`src/rtl/cia_tod.sv`:
```
// rtl/cia_tod.sv - CIA time-of-day clock: BCD counter chain, 50/60 Hz prescaler, alarm, read latch
// Optional: define CIA_TOD_HR12_QUIRK_EN to invert pm on counter writes of hour 12.
module cia_tod #(
  parameter int SYNC_STAGES = 2
) (
  input  logic        clk,
  input  logic        res_n,
  input  logic        ce,
  input  logic        tod_pin,
  input  logic        todin,
  input  logic        alarm_sel,
  input  logic        we,
  input  logic        re,
  input  logic [1:0]  addr,
  input  logic [7:0]  data_i,
  output logic [7:0]  data_o,
  output logic [31:0] tod_o,
  output logic        alrm_int
);

  // Image layout: [31:24] hr {pm,00,hh,hl}, [23:16] min, [15:8] sec, [7:0] 10ths.
  localparam logic [31:0] CNT_RESET = 32'h0100_0000;

  logic [SYNC_STAGES-1:0] r_sync;
  logic        r_pin_q, r_pend, r_run, r_latch, r_eq;
  logic [2:0]  r_presc;
  logic [31:0] r_cnt, r_alm, r_snap;

  logic        w_rise, w_edge, w_tick, w_cnt_wr, w_alm_wr, w_eq_next;
  logic [2:0]  w_term;
  logic [4:0]  w_shift;
  logic [7:0]  w_mbyte, w_abyte, w_cbyte, w_rbyte;
  logic [31:0] w_mask, w_cpos, w_apos, w_cnt_tk, w_cnt_next, w_alm_next, w_rsrc;

  function automatic logic [31:0] tod_inc(input logic [31:0] t);
    logic [3:0] tl, sl, ml, hl;
    logic [2:0] sh, mh;
    logic       hh, pm, c0, c1, c2, c3, c4;
    tl = t[3:0];   sl = t[11:8];  sh = t[14:12];
    ml = t[19:16]; mh = t[22:20]; hl = t[27:24]; hh = t[28]; pm = t[31];
    c0 = (tl == 4'd9);
    tl = c0 ? 4'd0 : tl + 4'd1;
    c1 = c0 & (sl == 4'd9);
    if (c0) sl = c1 ? 4'd0 : sl + 4'd1;
    c2 = c1 & (sh == 3'd5);
    if (c1) sh = c2 ? 3'd0 : sh + 3'd1;
    c3 = c2 & (ml == 4'd9);
    if (c2) ml = c3 ? 4'd0 : ml + 4'd1;
    c4 = c3 & (mh == 3'd5);
    if (c3) mh = c4 ? 3'd0 : mh + 3'd1;
    if (c4) begin
      if ({hh, hl} == 5'h12) begin
        {hh, hl} = 5'h01;
      end else if ({hh, hl} == 5'h11) begin
        {hh, hl} = 5'h12;
        pm = ~pm;
      end else if (hl == 4'd9) begin
        hl = 4'd0;
        hh = ~hh;
      end else begin
        hl = hl + 4'd1;
      end
    end
    return {pm, 2'b00, hh, hl, 1'b0, mh, ml, 1'b0, sh, sl, 4'h0, tl};
  endfunction

  assign w_rise   = r_sync[SYNC_STAGES-1] & ~r_pin_q;
  assign w_edge   = r_pend | w_rise;
  assign w_term   = todin ? 3'd4 : 3'd5;
  assign w_tick   = ce & w_edge & r_run & (r_presc >= w_term);
  assign w_cnt_wr = ce & we & ~alarm_sel;
  assign w_alm_wr = ce & we & alarm_sel;
  assign w_shift  = {addr, 3'b000};

  always_comb begin
    w_mbyte = 8'h0F;
    case (addr)
      2'd1, 2'd2: w_mbyte = 8'h7F;
      2'd3:       w_mbyte = 8'h9F;
      default:    w_mbyte = 8'h0F;
    endcase
    w_abyte = data_i & w_mbyte;
    w_cbyte = w_abyte;
`ifdef CIA_TOD_HR12_QUIRK_EN
    if (addr == 2'd3 && data_i[4:0] == 5'h12) w_cbyte[7] = ~data_i[7];
`endif
  end

  assign w_mask     = {24'h0, w_mbyte} << w_shift;
  assign w_cpos     = {24'h0, w_cbyte} << w_shift;
  assign w_apos     = {24'h0, w_abyte} << w_shift;
  // The tick carries through every field; a same-cycle write then overrides only its own field.
  assign w_cnt_tk   = w_tick ? tod_inc(r_cnt) : r_cnt;
  assign w_cnt_next = w_cnt_wr ? ((w_cnt_tk & ~w_mask) | w_cpos) : w_cnt_tk;
  assign w_alm_next = w_alm_wr ? ((r_alm & ~w_mask) | w_apos) : r_alm;
  assign w_eq_next  = (w_cnt_next == w_alm_next);
  assign w_rsrc     = r_latch ? r_snap : r_cnt;

  always_comb begin
    w_rbyte = w_rsrc[7:0];
    case (addr)
      2'd1:    w_rbyte = w_rsrc[15:8];
      2'd2:    w_rbyte = w_rsrc[23:16];
      2'd3:    w_rbyte = w_rsrc[31:24];
      default: w_rbyte = w_rsrc[7:0];
    endcase
  end

  always_ff @(posedge clk or negedge res_n) begin
    if (!res_n) begin
      r_sync   <= '0;
      r_pin_q  <= 1'b0;
      r_pend   <= 1'b0;
      r_presc  <= 3'd0;
      r_run    <= 1'b1;
      r_cnt    <= CNT_RESET;
      r_alm    <= 32'h0;
      r_snap   <= 32'h0;
      r_latch  <= 1'b0;
      r_eq     <= 1'b0;
      data_o   <= 8'h00;
      alrm_int <= 1'b0;
    end else begin
      r_sync  <= {r_sync[SYNC_STAGES-2:0], tod_pin};
      r_pin_q <= r_sync[SYNC_STAGES-1];
      if (ce) r_pend <= 1'b0;
      else if (w_rise) r_pend <= 1'b1;
      if (ce) begin
        r_cnt    <= w_cnt_next;
        r_alm    <= w_alm_next;
        r_eq     <= w_eq_next;
        alrm_int <= w_eq_next & ~r_eq;
        if (w_cnt_wr && (addr == 2'd3 || addr == 2'd0)) begin
          r_presc <= 3'd0;
          r_run   <= (addr == 2'd0);
        end else if (w_edge && r_run) begin
          r_presc <= (r_presc >= w_term) ? 3'd0 : r_presc + 3'd1;
        end
        if (re) begin
          data_o <= w_rbyte;
          if (addr == 2'd3 && !r_latch) begin
            r_snap  <= r_cnt;
            r_latch <= 1'b1;
          end else if (addr == 2'd0) begin
            r_latch <= 1'b0;
          end
        end
      end
    end
  end

  assign tod_o = r_cnt;

endmodule

```
`config.mk`:
```
export PLATFORM = sky130hd
export DESIGN_NAME = cia_tod
export DESIGN_NICKNAME = d
export VERILOG_FILES = /design/src/rtl/cia_tod.sv
export SDC_FILE = /design/constraint.sdc
export NUM_CORES = 1
export LEC_CHECK = 0
export BUFFER_PORTS_ARGS = -buffer_cell sky130_fd_sc_hd__buf_2
export CAP_MARGIN = 30
export CORE_ASPECT_RATIO = 2
export CORE_MARGIN = 1
export CORE_UTILIZATION = 55
export DETAILED_ROUTE_END_ITERATION = 10
export PLACE_DENSITY = 0.7
export REMOVE_ABC_BUFFERS = 1
export SYNTH_ARGS = -nofsm -noshare
export SYNTH_HDL_FRONTEND = slang
export SYNTH_SLANG_ARGS = --single-unit
```
`constraint.sdc`:
```
create_clock -name clk -period 6.1 [get_ports clk]
set_input_delay 0.305 -clock clk [delete_from_list [all_inputs] [get_ports clk]]
set_output_delay 0.305 -clock clk [all_outputs]
set_load 0.01 [all_outputs]
```
== Word-level counts from Yosys, hierarchy flattened ==
Cells that the tools add are included.
Word-level totals
  register bits after elaboration: 115
  bits of input ports: 18
  output and inout bits: 41
Operators by class
  add/sub/neg operators: 7
  $lt $le $gt $ge: 1
  equality and inequality tests: 12
  shift-type cells: 2
  mux-type cells: 34
  bitwise gates (word level): 24
  reductions and logical operators: 15
Operators by type and width (count)
  $mux 32: 4
  $and 32x32->32: 2
  $or 32x32->32: 2
  $shl 8x5->32: 2
  $mux 4: 9
  $eq 32x32->1: 1
  $not 32->32: 1
  $pmux 8 s3: 1
  $mux 3: 7
  $add 4x1->4 const B: 4
  $eq 4x4->1 const B: 4
  $pmux 8 s2: 1
  $and 1x1->1: 12
  $mux 1: 12
  $eq 5x5->1 const B: 2
  $add 3x1->3 const B: 3
  $and 8x8->8: 1
  $eq 3x3->1 const B: 2
  $reduce_and 2->1: 3
  $reduce_and 3->1: 2
  $reduce_bool 2->1: 3
  $not 1->1: 5
  $eq 2x2->1 const B: 2
  $ge 3x3->1: 1
  other kinds (7): 9

== Logic depth before layout (Yosys ltp) ==
Gate-level depths: netlist (run 1).
  depth after elaboration: 13
  gate-level depth with buffers: 13
  mapped depth without buffers: 10

== Worst setup path after synthesis (run 1) ==
OpenSTA, ideal clock, no wires.
  path kind: reg-to-reg
  from: reg r_presc[0]
  to: reg r_eq
  library setup time: 0.095 ns
  arrival: 2.899 ns
  data required time: 6.005 ns
  setup slack: 3.105 ns
  cell stages (with the launch flop): 13
  path buffers: 2
  clock period less this slack: 2.995 ns
  cells stage by stage: dfrtp_1 inv_1 ha_1 or3b_1 buf_2 o2111a_1 buf_2 a21oi_1 nor3_1 or4_4 a2111oi_4 nand4_2 o32ai_2
Between the ends
  word-level cells in the longest chain between the ends: 7
RTL lines
  start, declared: RTL line 26  | logic [2:0] r_presc;
  start signal, assigned: RTL line 137  | r_presc <= (r_presc >= w_term) ? 3'd0 : r_presc + 3'd1;
  $ge 3x3->1 (*): RTL line 70  | assign w_tick = ce & w_edge & r_run & (r_presc >= w_term);
  $and 1x1->1 (*): RTL line 70
  $mux 32 (*): RTL line 93  | assign w_cnt_tk = w_tick ? tod_inc(r_cnt) : r_cnt;
  $and 32x32->32: RTL line 94  | assign w_cnt_next = w_cnt_wr ? ((w_cnt_tk & ~w_mask) | w_cpos) : w_cnt_tk;
  $or 32x32->32: RTL line 94
  $mux 32 (*): RTL line 94
  $eq 32x32->1 (*): RTL line 96  | assign w_eq_next = (w_cnt_next == w_alm_next);
  end signal, assigned: RTL line 131  | r_eq <= w_eq_next;
  end, declared: RTL line 25  | logic r_pin_q, r_pend, r_run, r_latch, r_eq;
Every way passes the cells marked *; elsewhere a longest branch is shown, timed or not.
A chain may end at the register's enable or synchronous reset.

== Final worst setup path (run 1) ==
  from: reg r_presc[0]
  to: reg alrm_int
Between the ends
  word-level cells in the longest chain between the ends: 8
RTL lines
  $ge 3x3->1 (*): RTL line 70
  $and 1x1->1 (*): RTL line 70
  $mux 32 (*): RTL line 93
  $and 32x32->32: RTL line 94
  $or 32x32->32: RTL line 94
  $mux 32 (*): RTL line 94
  $eq 32x32->1 (*): RTL line 96
  $and 1x1->1 (*): RTL line 132  | alrm_int <= w_eq_next & ~r_eq;
  end signal, assigned: RTL line 132
  end, declared: RTL line 18  | output logic alrm_int
Marked as above.

==> results.txt, run 1 <==
Port-buffer cells -> 58
RR Startpoint -> r_presc[0]
Post-Synth XOR/XNOR Area -> 0.02324
N_diodes -> 0
Largest area contributor in the netlist -> dfrtp_1
Mapped cell area -> 6784 sq um
CP Buf/Inv Count -> 1
Reg area -> 2880 sq um
Maximum vdd drop -> 0.2200 mV
Met3 wire len -> 1.290 mm
Area grow syn2layout -> 14.05%
Die Span Y -> 159.1 um
Hold Path End -> r_sync[0]
DRC -> 0
Routed WL -> 23.40 mm
Commonest cells after routing, fill and taps aside -> dfrtp_1 (113), nand2_1 (57), buf_2 (57), inv_1 (34), o21ai_0 (33)
Worst-path clk slew -> 60 ps
Worst EP arrival -> 4170 ps
Slew @ Worst Pin -> 1116 ps
Seq pwr share -> 0.379
Final slew viol count -> 0
Number of global-route vias before repair -> 6,199
Clock network power share -> 0.350
Switch Pwr -> 1.015 mW
Vias -> 6,146
Core area -> 12,050 sq um
Commonest non-fill, non-tap cell in the layout -> dfrtp_1
TritonCTS Buffers -> 17
Global placement routability congestion -> 0.9788
Slowest stage cell on the critical path -> nor4_1
Critical path required time -> 6420 ps
Critical path's largest stage delay -> 650 ps
DIE AREA -> 12,810 sq um
1st-pass router iterations -> 6
Number of synthesized flops with an enable pin -> 0
Cell internal pwr -> 1.859 mW
Initial Util -> 0.5629
Area of the multi-input gates -> 3577 sq um
Outcome -> complete, no violations
Hold Crit Start -> tod_pin
Clock skew -> 8.623 ps
First DRT Iteration DRCs -> 552
CP Max Fanout -> 12
RSZ-0062 raised after global routing -> false
H-tree Lvls -> 4
Antenna Violating Nets Remaining -> 0
Synth Register Bits -> 115
Post-Layout Cell Count -> 877
DR WL/cell -> 26.68 um
Asr flop ratio synth -> 1.000
I/O pin cnt -> 59
Setup bufs post-CTS -> 0
Met2 routed WL -> 11.57 mm
Share of the synthesized area in the top cell type -> 0.4168
Crit path time final -> 3854 ps
Post-synthesis mux area share -> 0.07488
WS Path Type -> flop to flop
Hold Crit Class -> input port to flop
Power density cells -> 371.5 nW/um^2
Setup crit start kind -> flop
Synth Area in Adders -> 0.03320
Syn avg cell area -> 10.04 sq um
Clock Latency Late Sink -> 430 ps
CTS sink count -> 115
Worst relative slew slack -> 0.2554
Finished Cell Area -> 7737 sq um
Cell Area, Placed -> 7134 sq um
Post-layout nets -> 753
Clock Tree Buf Depth -> 2
Leak Pwr -> 3.552 nW
CP top delay family -> simple AND/OR/NAND/NOR gates
Grt ovf -> 0
Initial antenna violation count -> 0
Final Hold Vio Count -> 0
Comb pwr share -> 0.272
Worst path cell trace -> inv_1 -> ha_1 -> or3b_1 -> o2111ai_1 -> nor4_1 -> nor3_1 -> or4_4 -> a2111oi_4 -> nand4_2 -> o31ai_1
Final setup violation count -> 0
Switch share -> 0.3532
Worst R2R Path Depth -> 10
# resized after CTS -> 0
Main combinational cell family by area after synthesis -> compound AO/OA/AOI/OAI gates
Fill cells -> 1,013
Uppermost routed layer -> met4
RR Endpoint -> alrm_int
Total negative slack -> 0 ps
Synthesized netlist cell count -> 676
Layout cells sized above 1 -> 0.2082
CTS tree -> done
Top FF cell, synth -> dfrtp_1
Unique masters post-synth -> 81
Global-route wire length before repair -> 36.21 mm
Largest net degree at the start of global routing -> 46
Synth Area in Simple Gates -> 0.1605
M1 wire length -> 8.322 mm
DR vias/cell -> 7.008
Warnings from Yosys -> 0
Setup crit start -> r_presc[0]
Total GRT Usage -> 0.3908
Root Driver -> clkbuf_16
Row Count -> 57
Critical path endpoint category -> flop
Worst R2R Setup Slack -> 2250 ps
WHS Path Cells -> 1
Cells after DPL -> 844
DIE WIDTH -> 80.53 um
Max Clk Rate -> 0.2595 GHz
Post-synthesis compound-gate area fraction -> 0.2355
Top post-synthesis cells by area -> dfrtp_1 (42%), mux2_2 (5.0%), ha_1 (3.3%)
Final Cycle Share -> 0.6318
HPWL Detailed -> 17.30 mm
Sequential share of the synthesized area -> 0.4246
Maxcap violations -> 0
==> worst max path at each step <==
| stage | slack (ps) | depth (start not counted) | endpoint |
|---|---|---|---|
| global placement | 2170 | 11 | alrm_int |
| detailed placement | 2020 | 11 | alrm_int |
| finish | 2250 | 10 | alrm_int |
| global route | 2130 | 10 | alrm_int |
| floorplan | 3010 | 10 | r_eq |
| CTS | 2320 | 10 | alrm_int |
==> registers in the layout, indices dropped and copies added, names as in the netlist, 2 cells and up <==
register	cells
r_alm	32
r_snap	32
tod_o	32
data_o	8
r_presc	3
r_sync	2
==> through the flow <==
step | setup slack (ps) | power [mW] | utilization | hold WS (ps)
3_5_place_dp | 2020 | 1.856 | 0.5919 | 279.7
6_report | 2246 | 2.875 | 0.6420 | 21.86
3_3_place_gp | 2167 | 1.825 | 0.5903 | 257.7
4_1_cts | 2323 | 2.858 | 0.6420 | 20.85
5_1_grt | 2132 | 2.992 | 0.6420 | 21.27
2_1_floorplan | 3007 | 1.532 | - | 9.409
==> worst reg2reg max path: stages, from the launching register on <==
cell       delay [ps]
dfrtp_1           380
inv_1              70
ha_1              270
or3b_1            290
o2111ai_1         610
nor4_1            650
nor3_1            100
or4_4             560
a2111oi_4         350
nand4_2           160
o31ai_1           300
==> cells in the mapped netlist (all sizes together) (3+ instances only) <==
cell       n
a2111oi    3
and2      12
nand2b     5
a21o      16
a22oi     15
nor2      19
a221oi    11
mux2i     17
a31oi      6
nand4b     9
and4       6
xnor2     12
xor2       6
nand4     13
a21boi     8
a32o       4
o21ai     35
and3       5
dfrtp    113
a211oi    24
nor2b      4
inv       34
o31ai      4
or4        5
o32ai      3
buf       12
nand2     58
a22o      22
and4b      4
o2111a     3
a32oi      5
nand3b     5
o211ai     4
o31a       3
ha        18
clkbuf    33
mux2      30
nand3     15
nor4       9
o2111ai    6
nor3       6
a21oi     25
==> final cells by class <==
class / instances / share of cell area
Multi-Input combinational cell: 482 / 0.4623
Tap cell: 147 / 0.02377
Inverter: 34 / 0.01649
Sequential cell: 115 / 0.3723
Timing Repair Buffer: 67 / 0.04851
Clock buffer: 18 / 0.05676
Clock inverter: 14 / 0.01989
==> repair_timing <==
action	4_1_cts	5_1_grt
hold endpoints to repair	33	0
hold buffers	1	0
setup endpoints to repair	0	0
==> cells by family (layout without fill, tap and decap cells) <==
logic type | after synthesis | count (layout)
flops | 115 | 115
buf+inv | 79 | 133
simple gates | 188 | 188
xor+xnor | 18 | 18
compound gates | 211 | 211
mux | 47 | 47
fa+ha+maj | 18 | 18
==> routing by layer <==
layer  global-route usage  vias to the layer above
li1                     -                     2647
met1               0.4392                     3034
met2               0.6333                      352
met3              0.06533                      113
met4               0.3125                        0
met5                    0                        -
==> power groups by stage <==
stage | Combinational (mW) | Sequential [mW] | Clock [mW]
after global routing | 0.842 | 1.10 | 1.05
after detailed placement | 0.762 | 1.09 | 0
final | 0.781 | 1.09 | 1.00
after global placement | 0.742 | 1.08 | 0
after floorplan | 0.461 | 1.07 | 0
after CTS | 0.767 | 1.08 | 1.01
No activity file was read; power rests on OpenSTA's default activity.
==> run 2: changes to the inputs <==
ABC_AREA = 1   (was not set)
PLACE_DENSITY = 0.73   (was 0.7)
clock period = 3.45 ns   (was 6.1 ns; I/O delays follow)
==> run 2 against run 1 <==
Global-route usage decreased by 7.5 points; die area about the same; largest cell class unchanged; critical path type unchanged; worst setup slack worse by 1400 ps; first-iteration DRC count down 22%.
==> results.txt, run 2 <==
DRC -> 0 (unchanged)
Hold Crit Class -> input port to flop
Maxcap violations -> 0 (unchanged)
First DRT Iteration DRCs -> 428 (-22%)
Die Span Y -> 159.1 um (about the same)
Min Hold Slack -> 90.09 ps (+68.23 ps)
Largest net degree at the start of global routing -> 65 (+41%)
Synth Register Bits -> 115 (unchanged)
Warnings from Yosys -> 0 (unchanged)
Post-Layout Cell Count -> 1,145 (+31%)
Number of synthesized flops with an enable pin -> 0 (unchanged)
Asr flop ratio synth -> 1.000 (unchanged)
WHS Path Cells -> 3 (+2)
RR Startpoint -> r_presc[0]
DIE AREA -> 12,820 sq um (about the same)
Post-layout nets -> 1,021 (+36%)
Final Cycle Share -> 0.7501 (+0.1183)
Initial antenna violation count -> 0 (unchanged)
Outcome -> complete, no violations
Syn avg cell area -> 7.314 sq um (-27%)
CTS tree -> done
Area of the multi-input gates -> 3299 sq um (-7.8%)
Clock skew -> 11.49 ps (+2.867 ps)
WS Path Type -> flop to flop
Routed WL -> 18.91 mm (-19%)
H-tree Lvls -> 4 (unchanged)
Most frequent cells after synthesis -> nand2_1 (264), dfrtp_1 (113), inv_1 (101)
Maximum vdd drop -> 0.4435 mV (+100%)
Critical path endpoint category -> flop
Utilization after layout -> 0.6447 (+0.002699)
Number of global-route vias before repair -> 6,113 (-1.4%)
DIE WIDTH -> 80.56 um (about the same)
Area grow syn2layout -> 14.47%
Crit path time final -> 2588 ps (-1266 ps)
Worst relative slew slack -> 0.5328 (+0.2775)
Final setup violation count -> 0 (unchanged)
Sequential share of the synthesized area -> 0.4243 (about the same)
Finished Cell Area -> 7770 sq um (+0.42%)
Largest area contributor in the netlist -> dfrtp_1
Worst-path clk slew -> 60 ps (about the same)
Crit-path most repeated cell -> nand2_1
RSZ-0062 raised after global routing -> false
Leak Pwr -> 4.070 nW (+15%)
Commonest cells after routing, fill and taps aside -> nand2_1 (264), dfrtp_1 (113), inv_1 (101), nand3_1 (97), o21ai_0 (71)
Port-buffer cells -> 58 (unchanged)
Initial Util -> 0.5632 (about the same)
Clock Latency Late Sink -> 420 ps (about the same)
Global placement routability congestion -> 0.8996 (-8.1%)
Grt ovf -> 0 (unchanged)
Final Hold Vio Count -> 0 (unchanged)
Critical path's largest stage delay -> 360 ps (-290 ps)
Power density cells -> 641.5 nW/um^2 (+73%)
Global-route wire length before repair -> 30.24 mm (-16%)
Hold Path End -> tod_o[23]
Antenna Violating Nets Remaining -> 0 (unchanged)
Slowest stage cell on the critical path -> dfrtp_1
Total GRT Usage -> 0.3162 (-0.07469)
CTS sink count -> 115 (unchanged)
Worst EP arrival -> 2940 ps (-1230 ps)
Clock Tree Buf Depth -> 2 (unchanged)
Top post-synthesis cells by area -> dfrtp_1 (42%), nand2_1 (15%), nand3_1 (7.2%)
Core area -> 12,050 sq um (unchanged)
Worst R2R Setup Slack -> 860 ps (-1380 ps)
1st-pass router iterations -> 6 (unchanged)
Unique masters post-synth -> 37 (-54%)
Commonest non-fill, non-tap cell in the layout -> nand2_1
Worst path cell trace -> inv_1 -> ha_1 -> nor2_1 -> a21oi_1 -> nand2_2 -> nor2_4 -> nand3_1 -> o21ai_0 -> nand2_1 -> nand3_1 -> nand2_1 -> nor2_1 -> nand2_1 -> nor2_2 -> nand3_1 -> nand2_1
TritonCTS Buffers -> 17 (unchanged)
CP Max Fanout -> 13 (+1)
Cell Area, Placed -> 7187 sq um (+0.74%)
Row Count -> 57 (unchanged)
Hold Crit Start -> data_i[7]
Synthesized netlist cell count -> 928 (+37%)
Root Driver -> clkbuf_16
HPWL Detailed -> 14.04 mm (-19%)
Max Clk Rate -> 0.3864 GHz (+49%)
Layout cells sized above 1 -> 0.1483 (-0.05992)
Reg area -> 2880 sq um (unchanged)
Most common cell in the netlist -> nand2_1
Setup crit start kind -> flop
Final slew viol count -> 0 (unchanged)
RR Endpoint -> alrm_int
DR WL/cell -> 16.51 um (-38%)
Mapped cell area -> 6788 sq um (about the same)
Fill cells -> 1,096 (+8.2%)
Share of the synthesized area in the top cell type -> 0.4166 (about the same)
Slew @ Worst Pin -> 700.8 ps (-415.1 ps)
Vias -> 6,328 (+3.0%)
Critical path required time -> 3800 ps (-2620 ps)
Cells after DPL -> 1,111 (+32%)
Worst R2R Path Depth -> 16 (+6)
DR vias/cell -> 5.527 (-21%)
I/O pin cnt -> 59 (unchanged)
N_diodes -> 0 (unchanged)
Total negative slack -> 0 ps (unchanged)
Top FF cell, synth -> dfrtp_1
==> run 2: cell families after synthesis <==
family                     after synthesis  share of synthesized area
and+or+nand+nor                        486                     0.3187
AOI/OAI and AO/OA                      158                     0.1309
buffers and inverters                  149                    0.09032
DFF                                    115                     0.4243
adders and majority gates               18                    0.03318
xor gates and xnor gates                 2                   0.002581
==> run 2: critical path, delay by kind of cell, from the launching register on <==
kind	cells	cell delay [ps]
AO/OA/AOI/OAI	2	340
flip-flops	1	360
adder cells (fa/ha/maj)	1	270
buffers and inverters	1	70
AND/OR/NAND/NOR	12	1470
==> run 2: final cells by class <==
class,instances,share of cell area
Clock buffer,22,0.05845
Clock inverter,10,0.01401
Inverter,116,0.05604
Multi-Input combinational cell,664,0.4246
Sequential cell,115,0.3707
Tap cell,147,0.02367
Timing Repair Buffer,71,0.05250
==> run 2: metrics by stage <==
step | setup WS (ps) | power [mW]
4_1_cts | 852.4 | 4.989
2_1_floorplan | 658.0 | 2.764
3_5_place_dp | 629.0 | 3.279
6_report | 862.2 | 4.985
3_3_place_gp | 642.4 | 3.252
5_1_grt | 539.2 | 5.274
==> run 2: report_power, final <==
part           internal, mW  switching, mW
sequential             1.66          0.219
clock                  1.08          0.633
combinational         0.471          0.925
total                  3.21           1.78
==> run 2: timing repair <==
action / CTS / global route
endpoints found under the hold margin: 51 / 0
setup buffers: 0 / 0
hold buffers: 2 / 0
gates resized for setup: 0 / 0
==> run 2: worst max path at each step <==
stage                from         to  slack, ps  cells after the start
2_1_floorplan     r_latch  r_snap[0]        660                      3
3_3_place_gp      addr[1]   alrm_int        640                     17
3_5_place_dp      addr[1]   alrm_int        630                     17
4_1_cts        r_presc[0]   alrm_int        850                     18
5_1_grt        r_presc[0]   alrm_int        540                     16
6_report       r_presc[0]   alrm_int        860                     16
==> run 2: per-layer routing <==
layer,vias to the layer above,wire length (um),track usage
met4,0,1112,0.1867
met2,207,9680,0.5312
met5,-,0,0
li1,3131,-,-
met1,2928,7462,0.3727
met3,62,652,0.04527
